File: config.mk
export PLATFORM = sky130hd
export DESIGN_NAME = psum_drain_accum_flat
export DESIGN_NICKNAME = d
export VERILOG_FILES = /design/src/rtl/psum_drain_accum_if.sv /design/src/rtl/psum_drain_accum.sv /design/src/flat_wrapper.sv
export SDC_FILE = /design/constraint.sdc
export NUM_CORES = 2
export LEC_CHECK = 0
export CAP_MARGIN = 20
export CORE_MARGIN = 1
export CORE_UTILIZATION = 60
export DETAILED_ROUTE_END_ITERATION = 8
export PLACE_DENSITY_LB_ADDON = 0.05
export SLEW_MARGIN = 20
export SYNTH_ARGS = -nofsm -noshare
export SYNTH_HDL_FRONTEND = slang
export SYNTH_SLANG_ARGS = --single-unit
File: constraint.sdc
create_clock -name clk -period 22.8 [get_ports clk]
set_input_delay 4.56 -clock clk [delete_from_list [all_inputs] [get_ports clk]]
set_output_delay 4.56 -clock clk [all_outputs]
set_load 0.05 [all_outputs]
File: src/rtl/psum_drain_accum_if.sv
// Bundle between the psum drain/accumulate block, its controller, the output FIFO and the psum memory writer.
interface psum_drain_accum_if #(
    parameter int col     = 8,
    parameter int psum_bw = 16,
    parameter int addr_bw = 4,
    parameter int pass_bw = 4
);
    logic                     start;
    logic [pass_bw-1:0]       num_pass;
    logic                     relu_en;
    logic                     ofifo_valid;
    logic                     ofifo_rd;
    logic [col*psum_bw-1:0]   psum_in;
    logic [col*psum_bw-1:0]   out_data;
    logic [addr_bw-1:0]       out_addr;
    logic                     out_valid;
    logic                     out_ready;
    logic                     busy;
    logic                     done;

    modport slave (
        input  start, num_pass, relu_en, ofifo_valid, psum_in, out_ready,
        output ofifo_rd, out_data, out_addr, out_valid, busy, done
    );

    modport master (
        output start, num_pass, relu_en, ofifo_valid, psum_in, out_ready,
        input  ofifo_rd, out_data, out_addr, out_valid, busy, done
    );
endinterface

File: src/rtl/psum_drain_accum.sv
// Drains OFIFO psum vectors, accumulates them per pixel over num_pass passes,
// then streams the per-pixel results (optionally ReLU-clamped) over valid/ready.
module psum_drain_accum #(
    parameter int col     = 8,
    parameter int psum_bw = 16,
    parameter int depth   = 16,
    parameter int addr_bw = 4,
    parameter int pass_bw = 4
) (
    input  logic                  clk,
    input  logic                  reset,
    psum_drain_accum_if.slave     bus
);
    localparam int W = col * psum_bw;
    localparam logic [addr_bw-1:0] LAST_PIX = addr_bw'(depth - 1);
    localparam logic [psum_bw-1:0] SAT_MAX  = {1'b0, {(psum_bw-1){1'b1}}};
    localparam logic [psum_bw-1:0] SAT_MIN  = {1'b1, {(psum_bw-1){1'b0}}};

    typedef enum logic [1:0] {IDLE, DRAIN, EMIT, FIN} state_t;

    state_t               state_q, state_d;
    logic [pass_bw-1:0]   num_pass_q;
    logic [pass_bw-1:0]   pass_cnt_q;
    logic                 relu_q;
    logic [addr_bw-1:0]   pix_cnt_q;
    logic [addr_bw-1:0]   out_addr_q;
    logic                 out_valid_q;
    logic [W-1:0]         raw_q;

    logic [W-1:0]         buf_mem [depth];
    logic [W-1:0]         buf_rd;
    logic [W-1:0]         acc_word;
    logic [W-1:0]         relu_word;

    logic                 pop, last_pix, last_pass, hs, ld;
    logic                 ofifo_rd_d, done_d, busy_d;

    assign pop       = (state_q == DRAIN) && bus.ofifo_valid;
    assign last_pix  = (pix_cnt_q == LAST_PIX);
    assign last_pass = (pass_cnt_q == (num_pass_q - pass_bw'(1)));
    assign hs        = out_valid_q && bus.out_ready;
    // Fetch the next pixel whenever the output slot is empty or being consumed,
    // except after the final pixel has already been fetched.
    assign ld        = (state_q == EMIT) &&
                       (!out_valid_q || (bus.out_ready && (out_addr_q != LAST_PIX)));

    // Accumulation needs the old value in the same cycle as the pop.
    assign buf_rd = buf_mem[pix_cnt_q];

    generate
        for (genvar gi = 0; gi < col; gi++) begin : g_lane
            logic signed [psum_bw-1:0] a_lane, b_lane;
            logic signed [psum_bw:0]   sum_lane;
            logic [psum_bw-1:0]        acc_lane;

            assign a_lane   = buf_rd[gi*psum_bw +: psum_bw];
            assign b_lane   = bus.psum_in[gi*psum_bw +: psum_bw];
            assign sum_lane = {a_lane[psum_bw-1], a_lane} + {b_lane[psum_bw-1], b_lane};

            always_comb begin
                acc_lane = sum_lane[psum_bw-1:0];
                if (pass_cnt_q == '0)
                    acc_lane = b_lane;
                else if (sum_lane[psum_bw] != sum_lane[psum_bw-1])
                    acc_lane = sum_lane[psum_bw] ? SAT_MIN : SAT_MAX;
            end

            assign acc_word[gi*psum_bw +: psum_bw]  = acc_lane;
            assign relu_word[gi*psum_bw +: psum_bw] =
                (relu_q && raw_q[gi*psum_bw + psum_bw - 1]) ? '0 : raw_q[gi*psum_bw +: psum_bw];
        end
    endgenerate

    always_ff @(posedge clk) begin
        if (pop)
            buf_mem[pix_cnt_q] <= acc_word;
    end

    always_ff @(posedge clk) begin
        if (!reset)
            raw_q <= '0;
        else if (ld)
            raw_q <= buf_mem[pix_cnt_q];
    end

    always_comb begin
        state_d    = state_q;
        ofifo_rd_d = 1'b0;
        done_d     = 1'b0;
        busy_d     = (state_q != IDLE);
        case (state_q)
            IDLE:  if (bus.start) state_d = DRAIN;
            DRAIN: begin
                ofifo_rd_d = bus.ofifo_valid;
                if (pop && last_pix && last_pass) state_d = EMIT;
            end
            EMIT:  if (hs && (out_addr_q == LAST_PIX)) state_d = FIN;
            FIN: begin
                done_d  = 1'b1;
                state_d = IDLE;
            end
            default: state_d = IDLE;
        endcase
    end

    always_ff @(posedge clk) begin
        if (!reset) begin
            state_q     <= IDLE;
            num_pass_q  <= '0;
            pass_cnt_q  <= '0;
            relu_q      <= 1'b0;
            pix_cnt_q   <= '0;
            out_addr_q  <= '0;
            out_valid_q <= 1'b0;
        end else begin
            state_q <= state_d;
            case (state_q)
                IDLE: begin
                    if (bus.start) begin
                        num_pass_q <= (bus.num_pass == '0) ? pass_bw'(1) : bus.num_pass;
                        relu_q     <= bus.relu_en;
                        pix_cnt_q  <= '0;
                        pass_cnt_q <= '0;
                    end
                end
                DRAIN: begin
                    if (pop) begin
                        if (last_pix) begin
                            pix_cnt_q <= '0;
                            if (!last_pass) pass_cnt_q <= pass_cnt_q + pass_bw'(1);
                        end else begin
                            pix_cnt_q <= pix_cnt_q + addr_bw'(1);
                        end
                    end
                end
                EMIT: begin
                    if (ld) begin
                        out_addr_q  <= pix_cnt_q;
                        out_valid_q <= 1'b1;
                        pix_cnt_q   <= last_pix ? '0 : pix_cnt_q + addr_bw'(1);
                    end else if (hs) begin
                        out_valid_q <= 1'b0;
                    end
                end
                default: ;
            endcase
        end
    end

    assign bus.ofifo_rd  = ofifo_rd_d;
    assign bus.done      = done_d;
    assign bus.busy      = busy_d;
    assign bus.out_valid = out_valid_q;
    assign bus.out_addr  = out_addr_q;
    assign bus.out_data  = relu_word;
endmodule

File: src/flat_wrapper.sv
// flat-port wrapper written by rule: the top's interface ports become plain ports
module psum_drain_accum_flat 
#(
    parameter int col     = 8,
    parameter int psum_bw = 16,
    parameter int depth   = 16,
    parameter int addr_bw = 4,
    parameter int pass_bw = 4
)
  (clk, reset, bus_start, bus_num_pass, bus_relu_en, bus_ofifo_valid, bus_psum_in, bus_out_ready, bus_ofifo_rd, bus_out_data, bus_out_addr, bus_out_valid, bus_busy, bus_done);
  psum_drain_accum_if #(.col(col), .psum_bw(psum_bw), .addr_bw(addr_bw), .pass_bw(pass_bw)) bus_i ();
  input  logic clk;
  input  logic reset;
  input wire logic [$bits(bus_i.start)-1:0] bus_start;
  input wire logic [$bits(bus_i.num_pass)-1:0] bus_num_pass;
  input wire logic [$bits(bus_i.relu_en)-1:0] bus_relu_en;
  input wire logic [$bits(bus_i.ofifo_valid)-1:0] bus_ofifo_valid;
  input wire logic [$bits(bus_i.psum_in)-1:0] bus_psum_in;
  input wire logic [$bits(bus_i.out_ready)-1:0] bus_out_ready;
  output wire logic [$bits(bus_i.ofifo_rd)-1:0] bus_ofifo_rd;
  output wire logic [$bits(bus_i.out_data)-1:0] bus_out_data;
  output wire logic [$bits(bus_i.out_addr)-1:0] bus_out_addr;
  output wire logic [$bits(bus_i.out_valid)-1:0] bus_out_valid;
  output wire logic [$bits(bus_i.busy)-1:0] bus_busy;
  output wire logic [$bits(bus_i.done)-1:0] bus_done;
  assign bus_i.start = bus_start;
  assign bus_i.num_pass = bus_num_pass;
  assign bus_i.relu_en = bus_relu_en;
  assign bus_i.ofifo_valid = bus_ofifo_valid;
  assign bus_i.psum_in = bus_psum_in;
  assign bus_i.out_ready = bus_out_ready;
  assign bus_ofifo_rd = bus_i.ofifo_rd;
  assign bus_out_data = bus_i.out_data;
  assign bus_out_addr = bus_i.out_addr;
  assign bus_out_valid = bus_i.out_valid;
  assign bus_busy = bus_i.busy;
  assign bus_done = bus_i.done;
  psum_drain_accum #(.col(col), .psum_bw(psum_bw), .depth(depth), .addr_bw(addr_bw), .pass_bw(pass_bw)) u_core (.clk(clk), .reset(reset), .bus(bus_i));
endmodule
==> results.yml <==
outcome:
  status: "completed"
critical_path:
  startpoint_type: "input port"
  setup.worst_path.end_class: "primary output"
  critPathKind: "input port to primary output"
  crit_chain: "clkdlybuf4s50_1 > and2_1 > clkdlybuf4s50_1"
  path_max_fanout: 5
  critical_path.most_common_cell: "clkdlybuf4s50_1"
  arrival_ps: 6170
  cpPeakStageDelay_ps: 850
  cp_data_required_time_ps: 18240
  cp_slowest_cell: "clkdlybuf4s50_1"
min_path:
  hold_class: "register to register"
final_layout:
  fin_nets: 5500
  seq_area_um2: 64600
  final_area_um2: 103000
  n_fill_cell: 9669
  final_cells: 7415
  multi_input_area_um2: 25300
  area_growth_syn_to_layout_pct: 13.9
  final_core_util_pct: 68.9
  drive_gt1_share_pct: 21.1
die:
  die_w_um: 391
  coreArea_um2: 150000
  start_util_pct: 60.5
  io_pins: 274
  placementRows: 142
  die_h_um: 391
  design.die.area_um2: 153000
global_routing:
  antenna_found_initial: 17
  first_global_vias: 47700
  grt-ovfl-total: 0
  grt_use_total_pct: 28.7
  grt_max_degree: 132
  grt_pass1_wl_mm: 316
placed_design:
  dpl_cell_area_um2: 96200
  place_ws_ps: 12080
  place_congestion: 0.858
  dpl.hpwl_mm: 116
  placed_cells: 7012
  io_buffers: 273
pwr:
  powerDensity_nw_per_um2: 113
  ir_worst_vdd_mv: 0.107
  power_leakage_nw: 32.4
  power_mw: 11.6
flow_run:
  cap_violations: 0
route:
  firstDrtPassIters: 5
  routed_wl_mm: 217
  drc_errors: 0
  wl_per_cell_um: 29.2
  antenna_left: 0
  via_count: 47700
  drt_iter0_markers: 4487
  avgViaCountPerCell: 6.44
yosys:
  synth_flop_cell: "edfxtp_1"
  synth_nets: 5136
  avgSynthCellArea_um2: 18.7
  synth.distinct_cells: 88
  yosysWarnings: 0
  yosysSeqAreaShare_pct: 71.1
  synth-async-reset-ratio_pct: 0
  synth_enable_flop_cells: 2048
  synth_cells: 4850
  syn_area_um2: 90700
  ys_ff_latch: 2200
clocking:
  clk_pin_slew_ps: 60
  clock-root-buffer: "clkbuf_16"
  cts_tree: "built"
  clock_path_buffers: 3
  cts_resized: 0
  cts_setup_buffers: 0
  postCtsHoldBufs: 0
  cts-buffers-inserted: 212
  clkLatencyLatePin_ps: 840
  htreeDepth: 4
  clock_sinks: 2200
timing:
  drv_slew: 0
  rsz0062_at_grt: "false"
  setup_tns_ps: 0
  hold_ws_ps: 447
  fmax_mhz: 93.2
  final.setup.worst_slack_ps: 12070
  relSlewSlack_pct: 22.8
  worstMarginPinSlew_ps: 1160
  final.min_clock_period_ps: 10730
  finalCritPeriodShare_pct: 47.1
  skew_ps: 25.4
  setup_viol: 0
  final_hold_viol_count: 0
## kinds of logic after synthesis
| group | synth area share, % |
|---|---|
| mux | 15.9 |
| compound gates | 4.40 |
| fa+ha+maj | 2.21 |
| buf+inv | 1.26 |
| simple gates | 4.14 |
| xor+xnor | 0.942 |
| flops | 71.1 |
## final timing paths
check	from	endpoint	slack [ps]	cells past startpoint
max	bus_ofifo_valid	bus_ofifo_rd	12070	3
max reg2reg	register	u_core.buf_mem[12][122]	14880	14
min reg2reg	u_core.raw_q[87]	u_core.raw_q[87]	450	2
min	u_core.raw_q[87]	u_core.raw_q[87]	450	2
## routing by layer
metal / track usage [%] / share of wire, %
met4: 7.73 / 2.2
met1: 40.9 / 40
met2: 46.0 / 49
met5: 0 / 0.069
met3: 5.70 / 8.5
## cells in the final DEF (no fill, tap or decap), types with 11 or more instances in the layout
cell type / Yosys / layout
nor2_1: 152 / 140
nand3_1: 28 / 28
o22a_1: 15 / 15
clkbuf_16: 0 / 219
buf_4: 0 / 96
nand2_1: 374 / 374
a211oi_1: 16 / 16
ha_1: 140 / 140
nand2b_1: 32 / 31
dfxtp_1: 152 / 147
mux2i_1: 15 / 15
a21o_1: 42 / 42
clkdlybuf4s50_1: 0 / 273
buf_12: 0 / 12
a22o_1: 17 / 17
o21ai_0: 108 / 107
nor2b_1: 34 / 33
a21oi_1: 269 / 253
and2_1: 125 / 125
clkinv_2: 0 / 41
xor2_1: 33 / 33
o21ai_1: 13 / 13
o21bai_1: 17 / 17
o21a_1: 26 / 26
mux4_2: 632 / 632
nand4_1: 11 / 11
clkinv_1: 0 / 38
o211ai_1: 15 / 15
edfxtp_1: 2048 / 2048
inv_1: 61 / 60
xnor2_1: 59 / 59
bufinv_16: 0 / 21
nor3_1: 28 / 24
a21oi_2: 2 / 18
clkbuf_8: 0 / 12
nor2_4: 0 / 12
clkbuf_1: 144 / 46
## state kept, by name, indices dropped and copies added, names as in the netlist, named ones only
register / count
u_core.bus.out_valid: 1
u_core.relu_q: 1
u_core.pix_cnt_q: 4
u_core.state_q: 2
u_core.buf_mem: 2048
u_core.bus.out_addr: 4
u_core.num_pass_q: 4
u_core.pass_cnt_q: 4
u_core.raw_q: 128
## critical path: cells and delay by family
kind,cells,cell delay [ps]
AND/OR/NAND/NOR,1,260
buffers and inverters,2,1340
## Yosys cell counts, types with 4 or more instances
cell type / count / area share (%)
a21o_1: 42 / 0.35
and2_1: 125 / 0.86
xor2_1: 33 / 0.32
o211ai_1: 15 / 0.12
edfxtp_1: 2048 / 68
o31ai_1: 6 / 0.050
o22a_1: 15 / 0.14
o21bai_1: 17 / 0.14
nor2b_1: 34 / 0.23
o21a_1: 26 / 0.22
a22oi_1: 4 / 0.033
a311oi_1: 4 / 0.039
and3_1: 6 / 0.041
nor2_1: 152 / 0.63
a21oi_1: 269 / 1.5
ha_1: 140 / 1.9
inv_1: 61 / 0.25
mux2_2: 5 / 0.062
xnor2_1: 59 / 0.57
or3_1: 6 / 0.041
dfxtp_1: 152 / 3.4
nand2_1: 374 / 1.5
a31oi_1: 10 / 0.069
a22o_1: 17 / 0.16
buf_2: 11 / 0.061
buf_1: 78 / 0.32
mux2i_1: 15 / 0.17
nand4_1: 11 / 0.076
a211o_1: 5 / 0.048
nor3_1: 28 / 0.15
fa_1: 8 / 0.18
maj3_1: 9 / 0.099
nand3_1: 28 / 0.15
o21ai_1: 13 / 0.072
clkbuf_1: 144 / 0.60
o21ai_0: 108 / 0.60
a31o_2: 4 / 0.039
mux4_2: 632 / 16
a221o_1: 5 / 0.055
o311ai_0: 9 / 0.087
nand2b_1: 32 / 0.22
a211oi_1: 16 / 0.13
## area by class of cell
| cell class | instances | area share (%) |
|---|---|---|
| antenna | 2 | 0.00484 |
| clock inverter | 120 | 1.14 |
| timing repair buffer | 385 | 3.60 |
| multi-input combinational | 2354 | 24.5 |
| tap | 2016 | 2.44 |
| sequential | 2200 | 62.5 |
| clock buffer | 277 | 5.63 |
| inverter | 61 | 0.226 |
## power breakdown
group          total (mW)  internal [mW]  switching (mW)
Sequential           4.92           4.85          0.0661
Clock                3.51           2.03            1.48
Combinational        3.20           1.30            1.90
Total                11.6           8.19            3.44
No activity file was read; power rests on OpenSTA's default activity.
